==> config.mk <==
export PLATFORM = sky130hd
export DESIGN_NAME = uart_tx_arbiter
export DESIGN_NICKNAME = d
export VERILOG_FILES = /design/src/rtl/uart_tx_arbiter.sv
export SDC_FILE = /design/constraint.sdc
export NUM_CORES = 1
export LEC_CHECK = 0
export CAP_MARGIN = 15
export CORE_AREA = 2 2 71 73
export CTS_CLUSTER_DIAMETER = 40
export DETAILED_ROUTE_END_ITERATION = 8
export DIE_AREA = 0 0 73 75
export GPL_ROUTABILITY_DRIVEN = 1
export GPL_TIMING_DRIVEN = 0
export PLACE_DENSITY = 0.69
export SYNTH_ARGS = -nofsm -noshare
export SYNTH_HDL_FRONTEND = slang
export SYNTH_SLANG_ARGS = --single-unit
==> constraint.sdc <==
create_clock -name clk_i -period 3.2 [get_ports clk_i]
set_clock_uncertainty 0.1 [all_clocks]
set_input_delay 0.48 -clock clk_i [delete_from_list [all_inputs] [get_ports clk_i]]
set_output_delay 0.48 -clock clk_i [all_outputs]
set_load 0.01 [all_outputs]
==> src/rtl/uart_tx_arbiter.sv <==
// uart_tx_arbiter: shares one UART transmitter between NUM_REQ byte-stream
// requesters using round-robin arbitration with bounded bursts. It honours the
// host flow control (rts_i) and runs the tx core's start/busy handshake,
// launching one byte per start pulse.
//
// Optional feature macro: UART_TX_ARB_ID_PREFIX_EN. When it is defined, each
// grant first sends a header byte {4'hA, g[3:0]}. That header gives no ready
// pulse and does not count toward the burst limit.
//
// Ports:
//   clk_i        master clock
//   rst_i        synchronous reset, active-high
//   req_valid_i  per-requester byte valid            [NUM_REQ]
//   req_data_i   per-requester byte, req i at [8i+:8] [8*NUM_REQ]
//   req_ready_o  one-cycle accept pulse per byte      [NUM_REQ]
//   rts_i        host flow control, 1 = may transmit
//   tx_busy_i    tx core busy (start .. end of stop bit)
//   tx_start_o   one-cycle start pulse to the tx core
//   tx_data_o    byte to the tx core, held until the next load
//   grant_o      one-hot current owner, zero when idle [NUM_REQ]
//   active_o     1 while any grant is held
module uart_tx_arbiter #(
  parameter int unsigned NUM_REQ   = 4,
  parameter int unsigned MAX_BURST = 4
) (
  input  logic                   clk_i,
  input  logic                   rst_i,
  input  logic [NUM_REQ-1:0]     req_valid_i,
  input  logic [8*NUM_REQ-1:0]   req_data_i,
  output logic [NUM_REQ-1:0]     req_ready_o,
  input  logic                   rts_i,
  input  logic                   tx_busy_i,
  output logic                   tx_start_o,
  output logic [7:0]             tx_data_o,
  output logic [NUM_REQ-1:0]     grant_o,
  output logic                   active_o
);

  localparam int unsigned IDX_W = (NUM_REQ > 1) ? $clog2(NUM_REQ) : 1;
  localparam int unsigned SUM_W = IDX_W + 1;
  localparam int unsigned CNT_W = 8;

  typedef enum logic [1:0] {
    ST_IDLE,
    ST_LOAD,
    ST_WAIT_HI,
    ST_WAIT_LO
  } state_e;

  state_e             state_q;
  logic [IDX_W-1:0]   ptr_q;
  logic [IDX_W-1:0]   gidx_q;
  logic [CNT_W-1:0]   burst_q;
`ifdef UART_TX_ARB_ID_PREFIX_EN
  logic               hdr_pend_q;
`endif

  logic [NUM_REQ-1:0] rot_c;
  logic [IDX_W-1:0]   off_c;
  logic [SUM_W-1:0]   sum_c;
  logic               pick_vld_c;
  logic [IDX_W-1:0]   pick_idx_c;
  logic               cur_vld_c;
  logic [7:0]         cur_data_c;
  logic [IDX_W-1:0]   nxt_ptr_c;

  // Round-robin pick: rotate valids so ptr_q sits at bit 0, take the lowest
  // set bit, then map the offset back to an absolute index.
  always_comb begin
    rot_c      = NUM_REQ'({req_valid_i, req_valid_i} >> ptr_q);
    pick_vld_c = |rot_c;
    off_c      = '0;
    for (int i = NUM_REQ - 1; i >= 0; i--) begin
      if (rot_c[i]) off_c = IDX_W'(i);
    end
    sum_c = SUM_W'(ptr_q) + SUM_W'(off_c);
    if (sum_c >= SUM_W'(NUM_REQ)) sum_c = sum_c - SUM_W'(NUM_REQ);
    pick_idx_c = IDX_W'(sum_c);
  end

  // Current owner's valid/data, and the pointer it leaves behind on release.
  always_comb begin
    cur_vld_c  = 1'b0;
    cur_data_c = 8'h00;
    for (int i = 0; i < NUM_REQ; i++) begin
      if (gidx_q == IDX_W'(i)) begin
        cur_vld_c  = req_valid_i[i];
        cur_data_c = req_data_i[8*i +: 8];
      end
    end
    nxt_ptr_c = (gidx_q == IDX_W'(NUM_REQ - 1)) ? '0 : gidx_q + 1'b1;
  end

  // Arbitration FSM. All outputs are registered, and the pulses clear by default.
  always_ff @(posedge clk_i) begin
    if (rst_i) begin
      state_q     <= ST_IDLE;
      ptr_q       <= '0;
      gidx_q      <= '0;
      burst_q     <= '0;
`ifdef UART_TX_ARB_ID_PREFIX_EN
      hdr_pend_q  <= 1'b0;
`endif
      tx_start_o  <= 1'b0;
      tx_data_o   <= 8'h00;
      req_ready_o <= '0;
      grant_o     <= '0;
      active_o    <= 1'b0;
    end else begin
      tx_start_o  <= 1'b0;
      req_ready_o <= '0;
      case (state_q)
        ST_IDLE: begin
          if (pick_vld_c) begin
            gidx_q   <= pick_idx_c;
            grant_o  <= NUM_REQ'(1) << pick_idx_c;
            active_o <= 1'b1;
            burst_q  <= '0;
`ifdef UART_TX_ARB_ID_PREFIX_EN
            hdr_pend_q <= 1'b1;
`endif
            state_q  <= ST_LOAD;
          end
        end
        ST_LOAD: begin
          if (rts_i && !tx_busy_i) begin
            if (cur_vld_c) begin
              tx_start_o <= 1'b1;
              state_q    <= ST_WAIT_HI;
`ifdef UART_TX_ARB_ID_PREFIX_EN
              if (hdr_pend_q) begin
                // Header byte: no accept pulse, no burst credit used.
                tx_data_o  <= {4'hA, 4'(gidx_q)};
                hdr_pend_q <= 1'b0;
              end else begin
                tx_data_o   <= cur_data_c;
                req_ready_o <= grant_o;
                burst_q     <= burst_q + 1'b1;
              end
`else
              tx_data_o   <= cur_data_c;
              req_ready_o <= grant_o;
              burst_q     <= burst_q + 1'b1;
`endif
            end else begin
              // Requester withdrew: release without sending.
              grant_o  <= '0;
              active_o <= 1'b0;
              ptr_q    <= nxt_ptr_c;
              state_q  <= ST_IDLE;
            end
          end
        end
        ST_WAIT_HI: begin
          if (tx_busy_i) state_q <= ST_WAIT_LO;
        end
        ST_WAIT_LO: begin
          if (!tx_busy_i) begin
            if ((burst_q == CNT_W'(MAX_BURST)) || !cur_vld_c) begin
              grant_o  <= '0;
              active_o <= 1'b0;
              ptr_q    <= nxt_ptr_c;
              state_q  <= ST_IDLE;
            end else begin
              state_q  <= ST_LOAD;
            end
          end
        end
        default: state_q <= ST_IDLE;
      endcase
    end
  end

endmodule

# Yosys cells after proc, flatten, opt, wreduce, memory -nomap -nowiden

Cells that the tools add are included.

Add/sub/neg operators: 4
$lt $le $gt $ge: 1
Eq/ne operators: 14
Shift operators: 2
Multiplexer cells: 43
Bitwise logic cells: 2
Reduce and logical (&&, ||, !) cells: 18

Operators with widths:

| cell                                            | count |
|---|---|
| 2-to-1 mux 8 bit                                | 7 |
| 2-to-1 mux 2 bit                                | 15 |
| 2-to-1 mux 4 bit                                | 5 |
| one-hot mux 8 bit (2 select lines)              | 1 |
| inequality test 2 bit, second input constant    | 7 |
| one-hot mux 4 bit (3 select lines)              | 1 |
| 2-to-1 mux 1 bit                                | 11 |
| AND reduction 5 bit                             | 2 |
| adder 8 x 1 -> 8 bit, second input constant     | 1 |
| == test 2 bit, second input constant            | 4 |
| == test 8 x 3 -> 1 bit, second input constant   | 1 |
| one-hot mux 2 bit (4 select lines)              | 1 |
| AND reduction 4 bit                             | 2 |
| >> shifter 8 x 2 -> 4 bit                       | 1 |
| AND reduction 6 bit                             | 1 |
| == test 2 x 1 -> 1 bit, second input constant   | 2 |
| logical NOT 2 bit                               | 2 |
| one-hot mux 2 bit (2 select lines)              | 1 |
| nonzero test 2 bit                              | 2 |
| OR reduction 4 bit                              | 1 |
| left shift 1 x 2 -> 4 bit, first input constant | 1 |
| adder 2 x 2 -> 3 bit                            | 1 |
| >= comparator 3 bit, second input constant      | 1 |
| one-hot mux 1 bit (3 select lines)              | 1 |
| 10 further kinds                                | 12 |

Bits in registers: 32
Bits of input ports: 40
Output and inout bits: 18
Word-level logic and storage cells: 93

# Depth between registers and ports, before layout

Gate-level depths: netlist (run 1).

Depth after elaboration: 11
Mapped depth: 9

# Worst setup path before layout (run 1)

No wires, ideal clock.

Kind: input -> register
Start point: in req_valid_i[2]
End point: reg grant_o[0]
Setup time: 0.075 ns
Arrival: 1.989 ns
Slack: 1.036 ns
Stages on the path: 6
Buffers on the path: 1
Path through: buf_2 -> or4_1 -> o2111ai_1 -> ha_1 -> or3_1 -> o22ai_1

Cells in the longest elaborated chain, start to end: 11
Elaborated cells between the ends (all ways): 22
Those cells by class: add/sub: 2; order compare: 1; eq/ne: 2; shift: 2; mux: 11; reduce/logical: 4

RTL lines:

| item                                                                    | RTL line | source |
|---|---|---|
| from (decl)                                                             | 28       | `input logic [NUM_REQ-1:0] req_valid_i,` |
| >> shifter 8 x 2 -> 4 bit *                                             | 70       | `rot_c = NUM_REQ'({req_valid_i, req_valid_i} >> ptr_q);` |
| 2-to-1 mux 2 bit (3 in a row)                                           | 74       | `if (rot_c[i]) off_c = IDX_W'(i);` |
| 2-to-1 mux 2 bit *                                                      | 74       |  |
| adder 2 x 2 -> 3 bit *                                                  | 76       | `sum_c = SUM_W'(ptr_q) + SUM_W'(off_c);` |
| >= comparator 3 bit / subtractor 2 x 1 -> 2 bit (equally long branches) | 77       | `if (sum_c >= SUM_W'(NUM_REQ)) sum_c = sum_c - SUM_W'(NUM_REQ);` |
| 2-to-1 mux 2 bit *                                                      | 77       |  |
| via sum_c[0]                                                            | 60       | `logic [SUM_W-1:0] sum_c;` |
| left shift 1 x 2 -> 4 bit *                                             | 116      | `grant_o <= NUM_REQ'(1) << pick_idx_c;` |
| 2-to-1 mux 4 bit *                                                      | 114      | `if (pick_vld_c) begin` |
| one-hot mux 4 bit (3 select lines) *                                    | 112      | `case (state_q)` |
| to (signal assigned)                                                    | 116      |  |
| to (decl)                                                               | 35       | `output logic [NUM_REQ-1:0] grant_o,` |

The timed path passes the listed nets; every way through them passes the cells marked *. The select of a mux whose other input is x is not followed.
A chain may end at the register's enable or synchronous reset.

# Worst setup path in the final report (run 1)

Start point: in req_valid_i[1]
End point: reg grant_o[0]

Same word-level chain as after synthesis.

==> results of run 1 <==
## cell usage in the layout, fill, tap and decap left out, types with 3 or more instances in the layout
cell,n
xnor2_1,4
o22ai_1,5
and2_1,3
clkbuf_8,6
nand4_1,3
a221oi_1,8
nor2b_1,9
inv_1,5
o21ai_0,5
nand2_1,15
nor3_1,19
xor2_1,3
a21oi_1,13
nand3_1,7
clkdlybuf4s50_1,54
ha_1,7
clkbuf_1,9
dfxtp_1,32
a211oi_1,8
nor2_1,27
## per-stage QoR
step / setup WS [ps] / utilization / instance area, um2
finish: 669 / 0.546 / 2540
global route: 570 / 0.546 / 2540
CTS: 661 / 0.546 / 2540
detailed placement: 381 / 0.527 / 2450
global placement: 427 / 0.527 / 2450
floorplan: 1040 / - / 1850
## routing by layer
layer  GRT usage  part of all wire
met5           0                 0
met4      0.0370            0.0041
met3      0.0683             0.082
met2       0.309              0.48
met1       0.222              0.43
## power groups by stage
| stage | logic, mW | registers [mW] | clock network (mW) |
|---|---|---|---|
| 5_1_grt | 0.297 | 0.431 | 0.331 |
| 3_3_place_gp | 0.269 | 0.437 | 0 |
| 4_1_cts | 0.273 | 0.429 | 0.313 |
| 6_report | 0.270 | 0.429 | 0.309 |
| 3_5_place_dp | 0.273 | 0.437 | 0 |
| 2_1_floorplan | 0.157 | 0.440 | 0 |
## registers in the layout, summed over array words and instances (netlist names), named ones only
register,count
burst_q,8
tx_data_o,8
grant_o,4
gidx_q,2
ptr_q,2
active_o,1
state_q,1
req_ready_o,4
tx_start_o,1
## cells by family (layout without fill, tap and decap cells)
logic type | count (synthesis) | count (layout) | share of synthesized area
simple gates | 104 | 104 | 0.312
xor+xnor | 7 | 7 | 0.0332
flops | 32 | 32 | 0.347
fa+ha+maj | 7 | 7 | 0.0474
compound gates | 52 | 52 | 0.208
buf+inv | 19 | 81 | 0.0522
## how the worst max path moves through the flow
stage / from / to / cells after the start
2_1_floorplan: req_valid_i[2] / grant_o[0] / 6
3_3_place_gp: req_valid_i[1] / grant_o[0] / 7
3_5_place_dp: req_valid_i[1] / grant_o[0] / 7
4_1_cts: req_valid_i[1] / grant_o[0] / 7
5_1_grt: req_valid_i[1] / grant_o[0] / 7
6_report: req_valid_i[1] / grant_o[0] / 7
## critical path: cells and delay by family
kind,cells,cell delay (ps)
buf+inv,1,660
compound gates,2,300
fa+ha+maj,1,300
simple gates,3,900
## layout make-up
class                   count  area [um2]  area share
multi-input cells         170        1110       0.436
repair buffers             54         541       0.212
flip-flops and latches     32         641       0.252
plain buffers              13        73.8      0.0290
clock buffers               8        90.1      0.0354
inverters                   6        22.5     0.00885
well taps                  54        67.6      0.0265
==> metrics.md, run 1 <==
| Metric | Value |
|---|---|
| DR DRC count | 0 |
| Final hold vios | 0 |
| Clock power frac | 0.306 |
| Internal power | ~0.73 mW |
| Hold WC Path Type | register to register |
| R2r startpoint | gidx_q[1] |
| Fin Hold WS | around 360 ps |
| Number of synthesized flops with an enable pin | 0 |
| CTS resizes | 0 |
| Final nets | between 300 and 400 |
| Initial Utilization | 0.396 |
| Initial antenna violation count | 0 |
| Reg power frac | 0.425 |
| Crit. End Element | register |
| Antenna Cells | 0 |
| VDD IR-drop max | between 200 and 250 uV |
| Drt pass-1 iters | 4 |
| Slew @ Worst Pin | 475 ps |
| Max-slew violations | 0 |
| Post-synth top area share | 0.347 |
| Vias per Instance | roughly 5.4 |
| Vias in the first global route | 1718 |
| CTS clk-pin slew, worst paths | ~60 ps |
| Synthesized instance count | 221 |
| Placed Cells | roughly 330 |
| Sequential area share after synthesis | 0.347 |
| Largest net degree at the start of global routing | 11 |
| CTS buffer count | 5 |
| Status | complete, no violations |
| Number of synthesized register bits | 32 |
| RSZ-0062 raised after global routing | false |
| Post-synth ARST share | 0 |
| Highest Clock Rate | roughly 400 MHz |
| WHS Endpoint | req_ready_o[1] |
| Area Overhead vs Synth | 37.8% |
| Hold path cells | 2 |
| Hold path startpoint | grant_o[1] |
| CP max FO | 7 |
| Max_cap viols | 0 |
| Setup violators final | 0 |
| Top-count cell post-synth | dfxtp_1 |
| Post-CTS setup buffer count | 0 |
| Iteration-0 DRC Markers | roughly 150 |
| PwrDens | ~400 nW/um2 |
| Final Power | roughly 1.0 mW |
| Net Count, Synth | 268 |
| Sw power | roughly 0.28 mW |
| Required @ worst endpoint | approximately 3300 ps |
| Core Box Area | between 4000 and 5000 um2 |
| Synth area leader | dfxtp_1 |
| Syn Area/Cell | 8.36 um2 |
| Clock buffer depth | 2 |
| DP HPWL | between 3 and 4 mm |
| Setup TNS | 0 ps |
| Synth area leaders | dfxtp_1, nor2_1, nor3_1 |
| Number of hold buffers added after cts | 0 |
| # fillers | 470 |
| Combinational power share | 0.268 |
| Sink Count | 32 |
| Sw Share | 0.280 |
| Reg2Reg Capture Point | tx_data_o[3] |
| P_leak | between 0.8 and 0.9 nW |
| Crit path launch type | primary input |
| Slowest cell on crit path | clkdlybuf4s50_1 |
| Drt wl/cell | roughly 14 um |
| GR Overflow Total | 0 |
| Setup Crit Path Kind | primary input to register |
| CP max stage delay | roughly 660 ps |
| CP Data Arrival Time | 2630 ps |
| Chip Height | 75 um |
| Yosys warning total | 0 |
| Layout cells sized above 1 | 0.0848 |
| Reg2Reg Setup Slack | about 760 ps |
| Clock root cell | clkbuf_8 |
| Final std cells w/o fill | ~340 |
| Critical-path cell list | clkdlybuf4s50_1 -> nor2_1 -> or4_1 -> o2111ai_1 -> ha_1 -> or3_1 -> o22ai_1 |
| IO Pins | between 50 and 60 |
| H-Tree Depth | 2 |
| Minimum clock period after layout | 2530 ps |
| Routed Antenna Nets | 0 |
| Clock latency on the worst-skew pair | about 270 ps |
| Wire length of the first global-routing pass | a little under 8 mm |
| Primary FF master, synth | dfxtp_1 |
| Post-Syn Area | about 1800 um2 |
| GRT Util Overall | 0.182 |
| Final wirelength | 4.61 mm |
| Die area | ~5500 um2 |
| Worst reg-to-reg path cell count | 9 |
| Slew HR | 0.683 |
| RD Place Congestion | roughly 0.85 |
| CTS tree | yes |
| Die Wd | 73 um |
| Distinct cells, synth | roughly 50 |
| Via Count | ~1800 |
| # rows | 25 |
| Buffers on Ports | 54 |
| Commonest cells in the netlist | dfxtp_1, nor2_1, nor3_1 |
| Tcrit/Tclk final | 0.791 |
No activity file was read; power rests on OpenSTA's default activity.
==> run 2, diff against run 1 <==
==> constraint.sdc (replaced) <==
create_clock -name clk_i -period 2.4 [get_ports clk_i]
set_clock_uncertainty 0.1 [all_clocks]
set_input_delay 0.36 -clock clk_i [delete_from_list [all_inputs] [get_ports clk_i]]
set_output_delay 0.36 -clock clk_i [all_outputs]
set_load 0.01 [all_outputs]
==> run 2 against run 1 <==
  * Global-route usage hardly changed
  * Via count is 0.61% higher
  * Sequential share of layout area is 0.087 points lower
  * Clock-buffer cell count stayed put
  * Core utilization is 0.40 points higher
==> metrics.md, run 2 (same netlist as run 1, synthesis figures left out) <==
| Metric | Value |
|---|---|
| Clock latency on the worst-skew pair | 270 ps (about the same) |
| R2r startpoint | gidx_q[1] |
| Most frequent cells in the layout | clkdlybuf4s50_1, dfxtp_1, nor2_1 |
| Minimum clock period after layout | 2300 ps |
| Highest Clock Rate | 436 MHz |
| GRT Util Overall | 0.182 (-0.000282) |
| Internal power | 0.974 mW (+34%) |
| Final std cells w/o fill | 338 (+0.30%) |
| CTS tree | yes |
| Worst reg-to-reg path cell count | 9 (unchanged) |
| Top flop regs | burst_q (8), tx_data_o (8) |
| GR Overflow Total | 0 (unchanged) |
| P_leak | 0.910 nW (+3.0%) |
| Crit path launch type | register |
| Fin Hold WS | 359 ps (+1.06 ps) |
| Final nets | 330 (+0.30%) |
| Sw power | 0.380 mW (+35%) |
| Hold path cells | 2 (unchanged) |
| Final wirelength | 4.66 mm (+1.0%) |
| H-Tree Depth | 2 (unchanged) |
| Clock buffer depth | 2 (unchanged) |
| VDD IR-drop max | 296 uV (+33%) |
| Layout cells sized above 1 | 0.0951 (+0.0103) |
| Reg2Reg Capture Point | tx_data_o[3] |
| Initial antenna violation count | 0 (unchanged) |
| Routed Antenna Nets | 0 (unchanged) |
| Initial Utilization | 0.396 (unchanged) |
| Vias in the first global route | 1718 (unchanged) |
| Slew @ Worst Pin | 473 ps (-1.68 ps) |
| Clock root cell | clkbuf_8 |
| Commonest non-fill, non-tap cell in the layout | clkdlybuf4s50_1 |
| Hold path startpoint | grant_o[1] |
| DP HPWL | 3.62 mm (unchanged) |
| Hold WC Path Type | register to register |
| RSZ-0062 raised after global routing | false |
| Vias per Instance | 5.38 (+0.31%) |
| Die Wd | 73 um (unchanged) |
| Area Overhead vs Synth | 38.8% |
| Tcrit/Tclk final | 0.957 |
| WHS Endpoint | req_ready_o[1] |
| Die area | 5480 um2 (unchanged) |
| Core Box Area | 4660 um2 (unchanged) |
| # rows | 25 (unchanged) |
| Clock power frac | 0.304 (-0.002) |
| Via Count | 1817 (+0.61%) |
| CP Data Arrival Time | 2340 ps (-290 ps) |
| Reg power frac | 0.423 (-0.002) |
| Crit. End Element | register |
| Iteration-0 DRC Markers | 135 (-8.8%) |
| Required @ worst endpoint | 2440 ps (-860 ps) |
| PwrDens | 528 nW/um2 (+33%) |
| # fillers | 467 (-0.64%) |
| Chip Height | 75 um (unchanged) |
| Slew HR | 0.685 (+0.00112) |
| Status | complete, no violations |
| Buffers on Ports | 54 (unchanged) |
| Sink Count | 32 (unchanged) |
| RD Place Congestion | 0.850 (unchanged) |
| Largest net degree at the start of global routing | 11 (unchanged) |
| Final hold vios | 0 (unchanged) |
| Reg2Reg Setup Slack | 100 ps (-660 ps) |
| IO Pins | 58 (unchanged) |
| Setup violators final | 0 (unchanged) |
| Drt wl/cell | 13.8 um (+0.72%) |
| CP max FO | 10 (+3) |
| Combinational power share | 0.273 (+0.005) |
| DR DRC count | 0 (unchanged) |
| Placed Cells | 329 (unchanged) |
| Antenna Cells | 0 (unchanged) |
| Setup Crit Path Kind | register to register |
| Max_cap viols | 0 (unchanged) |
| CTS buffer count | 5 (unchanged) |
| Sw Share | 0.281 (+0.000935) |
| Max-slew violations | 0 (unchanged) |
| Drt pass-1 iters | 4 (unchanged) |
| Number of hold buffers added after cts | 0 (unchanged) |
| Wire length of the first global-routing pass | 7.85 mm (-0.18%) |
| CTS clk-pin slew, worst paths | 60 ps (about the same) |
-- run 2: cell types whose count changed in the layout (fill, tap and decap cells not counted), sizes merged --
cell           previous run  this run
clkdlybuf4s50            54        52
buf                       5         6
dlygate4sd2               0         1
dlymetal6s2s              0         1
-- run 2: power by group through the flow --
| stage | logic (mW) | clock network [mW] | registers, mW |
|---|---|---|---|
| final | 0.369 | 0.412 | 0.573 |
| after global routing | 0.404 | 0.441 | 0.576 |
| after CTS | 0.366 | 0.417 | 0.572 |
| after detailed placement | 0.363 | 0 | 0.583 |
| after global placement | 0.358 | 0 | 0.583 |
| after floorplan | 0.210 | 0 | 0.587 |
-- run 2: layout make-up --
type | instances | area (um2) | area share
well taps | 54 | 67.6 | 0.0264
repair buffers | 55 | 549 | 0.214
clock buffers | 8 | 90.1 | 0.0351
multi-input cells | 170 | 1110 | 0.435
plain buffers | 13 | 76.3 | 0.0298
inverters | 6 | 22.5 | 0.00878
flip-flops and latches | 32 | 643 | 0.251
-- run 2: worst max path at each step --
stage / depth (start not counted) / slack (ps) / endpoint / from
6_report: 9 / 100 / tx_data_o[3] / gidx_q[1]
3_5_place_dp: 7 / -300 / grant_o[0] / req_valid_i[1]
4_1_cts: 9 / 2 / tx_data_o[3] / gidx_q[1]
5_1_grt: 9 / 2 / tx_data_o[3] / gidx_q[1]
2_1_floorplan: 8 / 320 / ptr_q[0] / gidx_q[0]
3_3_place_gp: 7 / -250 / grant_o[0] / req_valid_i[1]
-- run 2: routing by layer --
layer	wire length, um	track usage	vias up
li1	-	-	933
met1	2050	0.222	826
met2	2220	0.308	56
met3	372	0.0683	2
met4	19	0.0370	0
met5	0	0	-
-- run 2: critical path, cell delays in order, from the launching register on --
cell and delay (ps):
dfxtp_2 380, inv_1 70, ha_1 220, clkbuf_4 200, nand3b_4 190, a211oi_4 370
nand2_4 150, buf_4 210, a211oi_1 210, nor3_1 70
-- run 2: metrics by stage --
| stage | setup slack (ps) | cell area [um2] | power, mW | TNS (ps) | utilization |
|---|---|---|---|---|---|
| floorplan | 324 | 1850 | 0.796 | 0 | - |
| global placement | -253 | 2450 | 0.941 | -735 | 0.527 |
| detailed placement | -299 | 2450 | 0.946 | -1140 | 0.527 |
| CTS | 1.89 | 2550 | 1.35 | 0 | 0.547 |
| global route | 1.64 | 2560 | 1.42 | 0 | 0.550 |
| finish | 104 | 2560 | 1.35 | 0 | 0.550 |
-- run 2: repair_timing --
action | in CTS | in global routing
endpoints found under the setup margin | 3 | 11
endpoints found under the hold margin | 0 | 0
setup buffers | 0 | 1
gates resized for setup | 2 | 5
pin swaps | 0 | 2
==> run 3, diff against run 2 <==
--- a/config.mk
+++ b/config.mk
@@ -12,7 +12,7 @@
 export DIE_AREA = 0 0 73 75
 export GPL_ROUTABILITY_DRIVEN = 1
 export GPL_TIMING_DRIVEN = 0
-export PLACE_DENSITY = 0.69
+export PLACE_DENSITY = 0.72
 export SYNTH_ARGS = -nofsm -noshare
 export SYNTH_HDL_FRONTEND = slang
 export SYNTH_SLANG_ARGS = --single-unit
==> constraint.sdc (replaced) <==
create_clock -name clk_i -period 1.9 [get_ports clk_i]
set_clock_uncertainty 0.1 [all_clocks]
set_input_delay 0.285 -clock clk_i [delete_from_list [all_inputs] [get_ports clk_i]]
set_output_delay 0.285 -clock clk_i [all_outputs]
set_load 0.01 [all_outputs]
==> run 3 against run 2 <==
  * Highest routed layer unchanged
  * Die area unchanged
  * Largest cell class unchanged
  * Flip-flop and latch count is the same
  * Cell area up 16%
  * Worst hold slack improved by 5.4 ps
  * The run now ends with setup timing left
  * Register-to-register slack worse by 240 ps
==> metrics.md, run 3 (same netlist as run 1, synthesis figures left out) <==
| Metric | Value |
|---|---|
| Clock latency on the worst-skew pair | 290 ps (+20 ps) |
| Crit path launch type | register |
| Max_cap viols | 0 (unchanged) |
| Buffers on Ports | 54 (unchanged) |
| Slew @ Worst Pin | 617 ps (+144 ps) |
| Required @ worst endpoint | 2020 ps (-420 ps) |
| CP max FO | 5 (-5) |
| Clock buffer depth | 2 (unchanged) |
| PwrDens | 645 nW/um2 (+22%) |
| RSZ-0062 raised after global routing | true |
| Worst setup path start | gidx_q[1] |
| Hold WC Path Type | register to register |
| Top flop regs | burst_q (8), tx_data_o (8) |
| GR Overflow Total | 0 (unchanged) |
| CTS tree | yes |
| Iteration-0 DRC Markers | 65 (-52%) |
| Drt wl/cell | 14.8 um (+7.1%) |
| # fillers | 385 (-18%) |
| IO Pins | 58 (unchanged) |
| Worst setup path endpoint | burst_q[6] |
| Tcrit/Tclk final | 1.07 (+0.113) |
| Reg2Reg Setup Slack | -130 ps (-240 ps) |
| Setup TNS | -989 ps (-989 ps) |
| Final nets | 340 (+3.0%) |
| RD Place Congestion | 0.805 (-5.3%) |
| Fin Hold WS | 364 ps (+5.35 ps) |
| Clock root cell | clkbuf_8 |
| Die area | 5480 um2 (unchanged) |
| Drt pass-1 iters | 4 (unchanged) |
| Routed Antenna Nets | 0 (unchanged) |
| Final hold vios | 0 (unchanged) |
| GRT Util Overall | 0.191 (+0.00936) |
| VDD IR-drop max | 292 uV (-1.3%) |
| Initial Utilization | 0.396 (unchanged) |
| Largest net degree at the start of global routing | 11 (unchanged) |
| Multi-input combinational cell area | 1390 um2 (+24%) |
| DR DRC count | 0 (unchanged) |
| Chip Height | 75 um (unchanged) |
| FF+latch area | 649 um2 (+0.97%) |
| Commonest non-fill, non-tap cell in the layout | clkdlybuf4s50_1 |
| Minimum clock period after layout | 2030 ps (-264 ps) |
| Most frequent cells in the layout | clkdlybuf4s50_1, dfxtp_1, nor2_1 |
| DP HPWL | 3.60 mm (-0.52%) |
| Vias per Instance | 5.48 (+2.0%) |
| Via Count | 1903 (+4.7%) |
| Pre-CTS setup slack | -596 ps (-297 ps) |
| Max-slew violations | 0 (unchanged) |
| Die Wd | 73 um (unchanged) |
| R2r startpoint | gidx_q[1] |
| P_leak | 1.04 nW (+15%) |
| CP Data Arrival Time | 2160 ps (-180 ps) |
| Highest Clock Rate | 492 MHz (+13%) |
| Sink Count | 32 (unchanged) |
| Failing checks | setup timing |
| Worst reg-to-reg path cell count | 9 (unchanged) |
| Hold path cells | 2 (unchanged) |
| Core Box Area | 4660 um2 (unchanged) |
| CTS clk-pin slew, worst paths | 60 ps (about the same) |
| Setup violators final | 24 (+24) |
| Area Overhead vs Synth | 60.6% |
| Status | finished, violations left |
| Wire length of the first global-routing pass | 7.97 mm (+1.5%) |
| Vias in the first global route | 1802 (+4.9%) |
| H-Tree Depth | 2 (unchanged) |
| Crit. End Element | register |
| Setup Crit Path Kind | register to register |
| Slew HR | 0.589 (-0.0957) |
| Initial antenna violation count | 0 (unchanged) |
| Layout cells sized above 1 | 0.266 (+0.171) |
| CTS buffer count | 5 (unchanged) |
| Final setup margin | -132 ps (-236 ps) |
| Final wirelength | 5.12 mm (+10%) |
| Reg2Reg Capture Point | burst_q[6] |
| # rows | 25 (unchanged) |
| Antenna Cells | 0 (unchanged) |
run 3: layout make-up:
class                      count  area share
buffer                        11      0.0333
tap                           54      0.0228
inverter                       6     0.00844
timing repair buffer          65       0.216
multi-input combinational    172       0.468
clock buffer                   7      0.0325
sequential                    32       0.219
run 3: worst min-delay path by stage:
stage,start,endpoint,slack [ps]
2_1_floorplan,req_data_i[27],tx_data_o[3],370
3_3_place_gp,grant_o[1],req_ready_o[1],350
3_5_place_dp,grant_o[3],req_ready_o[3],350
4_1_cts,grant_o[3],req_ready_o[3],360
5_1_grt,grant_o[3],req_ready_o[3],380
6_report,grant_o[3],req_ready_o[3],360
run 3: worst max-delay path: stages (launching register included):
cell	delay, ps
dfxtp_4	400
inv_4	50
ha_4	170
buf_8	110
nand3b_4	170
a211oi_4	230
buf_6	170
nand2_8	70
a2111o_1	430
nand2_1	60
run 3: report_power, final:
group | internal [mW] | switching, mW | total (mW) | leakage, nW
Combinational | 0.317 | 0.304 | 0.621 | 0.730
Sequential | 0.701 | 0.0276 | 0.728 | 0.262
Clock | 0.322 | 0.241 | 0.563 | 0.0503
run 3: what timing repair did:
action	CTS	global route
hold buffers	0	0
resized for setup	18	39
setup endpoints to repair	29	32
cloned	1	1
pin swaps	9	31
buffers inserted	9	3
run 3: routing by layer:
layer,vias to the layer above,global-route usage,part of all wire
met3,8,0.0643,0.068
met1,876,0.210,0.41
met5,-,0,0
met2,72,0.344,0.51
met4,0,0.0679,0.016
li1,947,-,-
run 3: through the flow:
| step | power [mW] | instance area (um2) | std cells | util |
|---|---|---|---|---|
| floorplan | 1.02 | 1910 | 221 | - |
| global placement | 1.20 | 2510 | 329 | 0.540 |
| detailed placement | 1.20 | 2510 | 329 | 0.540 |
| CTS | 1.83 | 2760 | 344 | 0.593 |
| global route | 2.00 | 2970 | 347 | 0.636 |
| finish | 1.91 | 2970 | 347 | 0.636 |
